### config.mk
export PLATFORM = sky130hd
export DESIGN_NAME = logic_gate_pipe
export DESIGN_NICKNAME = d
export VERILOG_FILES = /design/src/rtl/logic_gate_pipe.sv
export SDC_FILE = /design/constraint.sdc
export NUM_CORES = 1
export LEC_CHECK = 0
export ABC_AREA = 1
export BUFFER_PORTS_ARGS = -buffer_cell sky130_fd_sc_hd__buf_2
export CAP_MARGIN = 20
export CORE_ASPECT_RATIO = 2
export CORE_UTILIZATION = 61
export CTS_CLUSTER_SIZE = 14
export DETAILED_ROUTE_END_ITERATION = 8
export GPL_TIMING_DRIVEN = 0
export PLACE_DENSITY = 0.85
export SYNTH_ARGS = -nofsm -noshare
export SYNTH_HDL_FRONTEND = slang
export SYNTH_SLANG_ARGS = --single-unit
### constraint.sdc
create_clock -name clk -period 3.2 [get_ports clk]
set_input_delay 0.16 -clock clk [delete_from_list [all_inputs] [get_ports clk]]
set_output_delay 0.16 -clock clk [all_outputs]
set_load 0.05 [all_outputs]
### src/rtl/logic_gate_pipe.sv
// rtl/logic_gate_pipe.sv - two-stage elastic bitwise logic unit with NAND-accumulate
//
// Purpose: applies one of eight bitwise gate operations to WIDTH-bit operands.
// Op 7 folds the operand into an internal accumulator. Transactions flow through
// two register stages with valid/ready handshakes on input and output.
//
// Ports:
//   clk, rst              clock, asynchronous active-high reset
//   in_valid/in_ready     input handshake
//   a, b, op              operands and operation select (captured together)
//   acc_clr               clear accumulator to all-ones (synchronous)
//   out_valid/out_ready   output handshake
//   y, zero               result and (y == 0) flag, both registered
module logic_gate_pipe #(
    parameter int WIDTH = 8
) (
    input  logic             clk,
    input  logic             rst,
    input  logic             in_valid,
    output logic             in_ready,
    input  logic [WIDTH-1:0] a,
    input  logic [WIDTH-1:0] b,
    input  logic [2:0]       op,
    input  logic             acc_clr,
    output logic             out_valid,
    input  logic             out_ready,
    output logic [WIDTH-1:0] y,
    output logic             zero
);
    localparam logic [2:0] OP_NAND = 3'd0;
    localparam logic [2:0] OP_AND  = 3'd1;
    localparam logic [2:0] OP_OR   = 3'd2;
    localparam logic [2:0] OP_NOR  = 3'd3;
    localparam logic [2:0] OP_XOR  = 3'd4;
    localparam logic [2:0] OP_XNOR = 3'd5;
    localparam logic [2:0] OP_NOT  = 3'd6;
    localparam logic [2:0] OP_NACC = 3'd7;

    logic             r_s1_valid;
    logic [WIDTH-1:0] r_s1_a;
    logic [WIDTH-1:0] r_s1_b;
    logic [2:0]       r_s1_op;
    logic             r_s2_valid;
    logic [WIDTH-1:0] r_y;
    logic             r_zero;
    logic [WIDTH-1:0] r_acc;

    logic             w_s2_adv;
    logic             w_s1_move;
    logic             w_in_fire;
    logic             w_acc_load;
    logic [WIDTH-1:0] w_acc_eff;
    logic [WIDTH-1:0] w_result;

    // Stage 2 frees up whenever it is empty or its result is being taken,
    // which gives the pass-through ready path from out_ready to in_ready.
    assign w_s2_adv   = !r_s2_valid || out_ready;
    assign w_s1_move  = r_s1_valid && w_s2_adv;
    assign in_ready   = !r_s1_valid || w_s2_adv;
    assign w_in_fire  = in_valid && in_ready;
    assign w_acc_load = w_s1_move && (r_s1_op == OP_NACC);

    // A clear in the same cycle as an op-7 entry is applied before the fold.
    assign w_acc_eff  = acc_clr ? {WIDTH{1'b1}} : r_acc;

    always_comb begin
        w_result = '0;
        case (r_s1_op)
            OP_NAND: w_result = ~(r_s1_a & r_s1_b);
            OP_AND:  w_result = r_s1_a & r_s1_b;
            OP_OR:   w_result = r_s1_a | r_s1_b;
            OP_NOR:  w_result = ~(r_s1_a | r_s1_b);
            OP_XOR:  w_result = r_s1_a ^ r_s1_b;
            OP_XNOR: w_result = ~(r_s1_a ^ r_s1_b);
            OP_NOT:  w_result = ~r_s1_a;
            default: w_result = ~(w_acc_eff & r_s1_a);
        endcase
    end

    always_ff @(posedge clk or posedge rst) begin
        if (rst) begin
            r_s1_valid <= 1'b0;
            r_s1_a     <= '0;
            r_s1_b     <= '0;
            r_s1_op    <= OP_NAND;
        end else if (in_ready) begin
            r_s1_valid <= in_valid;
            if (w_in_fire) begin
                r_s1_a  <= a;
                r_s1_b  <= b;
                r_s1_op <= op;
            end
        end
    end

    always_ff @(posedge clk or posedge rst) begin
        if (rst) begin
            r_s2_valid <= 1'b0;
            r_y        <= '0;
            r_zero     <= 1'b1;
        end else if (w_s2_adv) begin
            r_s2_valid <= r_s1_valid;
            if (r_s1_valid) begin
                r_y    <= w_result;
                r_zero <= (w_result == '0);
            end
        end
    end

    always_ff @(posedge clk or posedge rst) begin
        if (rst) begin
            r_acc <= {WIDTH{1'b1}};
        end else if (w_acc_load) begin
            r_acc <= w_result;
        end else if (acc_clr) begin
            r_acc <= {WIDTH{1'b1}};
        end
    end

    assign out_valid = r_s2_valid;
    assign y         = r_y;
    assign zero      = r_zero;

endmodule

==> impl_metrics.py <==
metrics = {
    "outcome": {
        "status": "finished, violations left",
        "violations": "hold timing",
    },
    "floorplanning": {
        "coreArea_um2": 3650,
        "ioPinCount": 35,
        "dieArea_um2": 4120,
        "die_w_um": 45.9,
        "start_util_pct": 64.4,
        "rows": 31,
        "die_h_um": 89.7,
    },
    "finish": {
        "final_cell_count_no_fill": 401,
        "final_area_um2": 2720,
        "fillers": 330,
        "insertedDiodeCount": 0,
        "layout-drive-gt1-share_pct": 19.3,
        "nets": 391,
        "syn_to_final_growth_pct": 15.7,
    },
    "clocking": {
        "tritoncts": "done",
        "clock_latency_ps": 290,
        "htreeDepth": 2,
        "cts_root_buf": "clkbuf_8",
        "cts.clk_slew.worst_paths_ps": 80,
        "cts_resized": 0,
        "post_cts_buffers": 0,
        "cts_buffers": 5,
        "clockBufferDepth": 2,
        "clock_sinks": 38,
        "holdBufCountCts": 0,
    },
    "routing": {
        "antenna_left": 0,
        "first_pass_iters": 4,
        "routed_wl_um": 5430,
        "vias": 2171,
        "drt_iter0_drc": 76,
        "wl_per_cell_um": 13.5,
        "viasPerCell": 5.41,
        "drc": 0,
    },
    "sta": {
        "tns_ps": 0,
        "drv_slew": 0,
        "post-route-min-period_ps": 1750,
        "fin_crit_sh_pct": 54.6,
        "fmax_mhz": 572,
        "hold_viol": 1,
        "setup_viol_count_final": 0,
        "worst_pin_slew_ps": 787,
        "rsz0062_at_grt": "no",
        "finClkSkew_ps": 8.87,
        "whs_ps": -0.904,
        "max_slew_margin_pct": 47.5,
    },
    "place": {
        "gp_congestion": 0.966,
        "dp_hpwl_um": 4240,
        "port_buffers": 34,
        "dpl_cell_area_um2": 2610,
        "place_inst": 393,
    },
    "yosys": {
        "synthCells": 309,
        "synthTopCellsByArea": "dfrtp_1 (31%), dfstp_2 (10%), nand2_1 (8.6%)",
        "synth.ff_latch_count": 38,
        "synth_area_um2": 2350,
        "synth_warnings": 0,
        "synth_most_common_cell": "nand2_1",
        "yosysTopAreaCellShare_pct": 30.9,
        "yosysTopAreaCell": "dfrtp_1",
        "synth_ff_type": "dfrtp_1",
        "syn-mean-instance-area_um2": 7.60,
        "synth-edff-count": 0,
        "ys_seq_area_share_pct": 41.0,
        "synth_nets": 349,
        "synth_cell_types": 24,
        "synth_common_cells": "nand2_1 (54), nor2_1 (46), inv_1 (36), o21ai_0 (32), dfrtp_1 (29)",
        "async_flop_share_pct": 100,
    },
    "worst_setup_path": {
        "crit_path_end_kind": "flop",
        "cp_slowest_cell": "dfrtp_1",
        "path_cells": "inv_2 -> nand3_1 -> nor2_1 -> nor2_1 -> nand3_1 -> nor2_1 -> nand3_1 -> nor2_1 -> nand2_1 -> nand2_1",
        "slowest_delay_ps": 480,
        "critPathRequiredTime_ps": 3440,
        "arrival_ps": 1990,
        "cp_common_cell": "nor2_1",
        "worstPathMaxFanout": 8,
        "path_class": "reg -> reg",
        "critical_path.startpoint_type": "flop",
    },
    "global_routing": {
        "grt_pass1_vias": 2193,
        "grt_antenna_before_repair": 0,
        "grt_overflow": 0,
        "grt_pass1_wl_um": 9440,
        "track_usage_pct": 30.6,
        "grt_max_degree": 22,
    },
    "power_and_ir_drop": {
        "p_per_area_nw_per_um2": 660,
        "ir_worst_vdd_uv": 436,
        "power_leakage_nw": 1.41,
    },
    "job": {
        "cap_violations": 0,
    },
    "worst_hold_path": {
        "hp-class": "in -> async",
    },
}
## layer usage
| layer | vias up | wire, µm | GRT usage [%] |
|---|---|---|---|
| met5 | - | 0 | 0 |
| met4 | 0 | 210 | 15.2 |
| met3 | 19 | 261 | 4.82 |
| met2 | 76 | 2990 | 53.1 |
| met1 | 985 | 1970 | 33.1 |
| li1 | 1091 | - | - |
## where the power goes
part | total (mW) | leakage (nW) | internal (mW) | switching, mW
Clock | 0.403 | 0.0579 | 0.229 | 0.173
Sequential | 0.663 | 0.426 | 0.597 | 0.0651
Combinational | 0.726 | 0.923 | 0.210 | 0.516
## layout by cell type, fill, tap and decap left out
| cell | netlist | layout |
|---|---|---|
| nand2_1 | 54 | 54 |
| nor2_1 | 46 | 46 |
| buf_2 | 5 | 39 |
| inv_1 | 36 | 36 |
| o21ai_0 | 32 | 32 |
| dfrtp_1 | 29 | 29 |
| nand3_1 | 22 | 22 |
| a21oi_1 | 22 | 22 |
| ha_1 | 16 | 16 |
| dfstp_2 | 9 | 9 |
| nand4_1 | 7 | 7 |
| clkbuf_1 | 5 | 5 |
| o21a_1 | 5 | 5 |
| o211ai_1 | 5 | 5 |
| clkbuf_8 | 0 | 5 |
| inv_2 | 4 | 4 |
| buf_6 | 2 | 2 |
| nor2_4 | 2 | 2 |
| nand3b_1 | 2 | 2 |
| clkinv_2 | 0 | 2 |
| nand3_2 | 1 | 1 |
| nand2_2 | 1 | 1 |
| nor2_8 | 1 | 1 |
| nor3_1 | 1 | 1 |
| a41oi_1 | 1 | 1 |
| a31oi_1 | 1 | 1 |
| bufinv_16 | 0 | 1 |
| buf_16 | 0 | 1 |
## kinds of logic after synthesis
group | synth area share, %
simple gates | 25.9
flops | 41.0
fa+ha+maj | 8.53
buf+inv | 9.22
compound gates | 15.4
## layout make-up
cell class | count | area, µm² | area share, %
Clock inverter | 3 | 40.0 | 1.47
Timing Repair Buffer | 35 | 198 | 7.28
Tap cell | 49 | 61.3 | 2.26
Clock buffer | 5 | 68.8 | 2.53
Sequential cell | 38 | 962 | 35.4
Inverter | 40 | 150 | 5.53
Buffer | 12 | 66.3 | 2.44
Multi-Input combinational cell | 219 | 1170 | 43.0
## worst paths after layout
path	startpoint	endpoint	slack [ps]	depth (start not counted)
setup / recovery	r_s1_op[1]	zero	1450	10
hold / removal	rst	r_s1_a[3]	-0.9	2
setup reg to reg	r_s1_op[1]	zero	1450	10
hold reg to reg	y[0]	y[0]	480	2
max in group asynchronous	rst	r_acc[5]	2550	3
min in group clk	a[2]	r_s1_a[2]	110	3
## critical path: cells and delay by family, from the launching register on
family        cells  cell delay (ps)
buf+inv           1              150
simple gates      9             1050
flops             1              480
## per-stage QoR
| step | setup slack [ps] | utilization (%) | total power, mW | hold WS, ps |
|---|---|---|---|---|
| 6_report | 1450 | 74.5 | 1.79 | -0.904 |
| 5_1_grt | 1340 | 74.5 | 1.92 | 77.1 |
| 4_1_cts | 1460 | 74.5 | 1.80 | 20.6 |
| 3_5_place_dp | 1520 | 71.5 | 1.39 | 336 |
| 3_3_place_gp | 1550 | 70.7 | 1.36 | 403 |
| 2_1_floorplan | 1090 | - | 1.21 | 319 |
## sequential cells by signal, summed over array words and instances, names as in the netlist
| register | flops |
|---|---|
| out_valid | 1 |
| r_s1_b | 8 |
| r_s1_valid | 1 |
| r_s1_a | 8 |
| y | 8 |
| r_s1_op | 3 |
| zero | 1 |
| r_acc | 8 |
(Power assumes the default switching activity.)
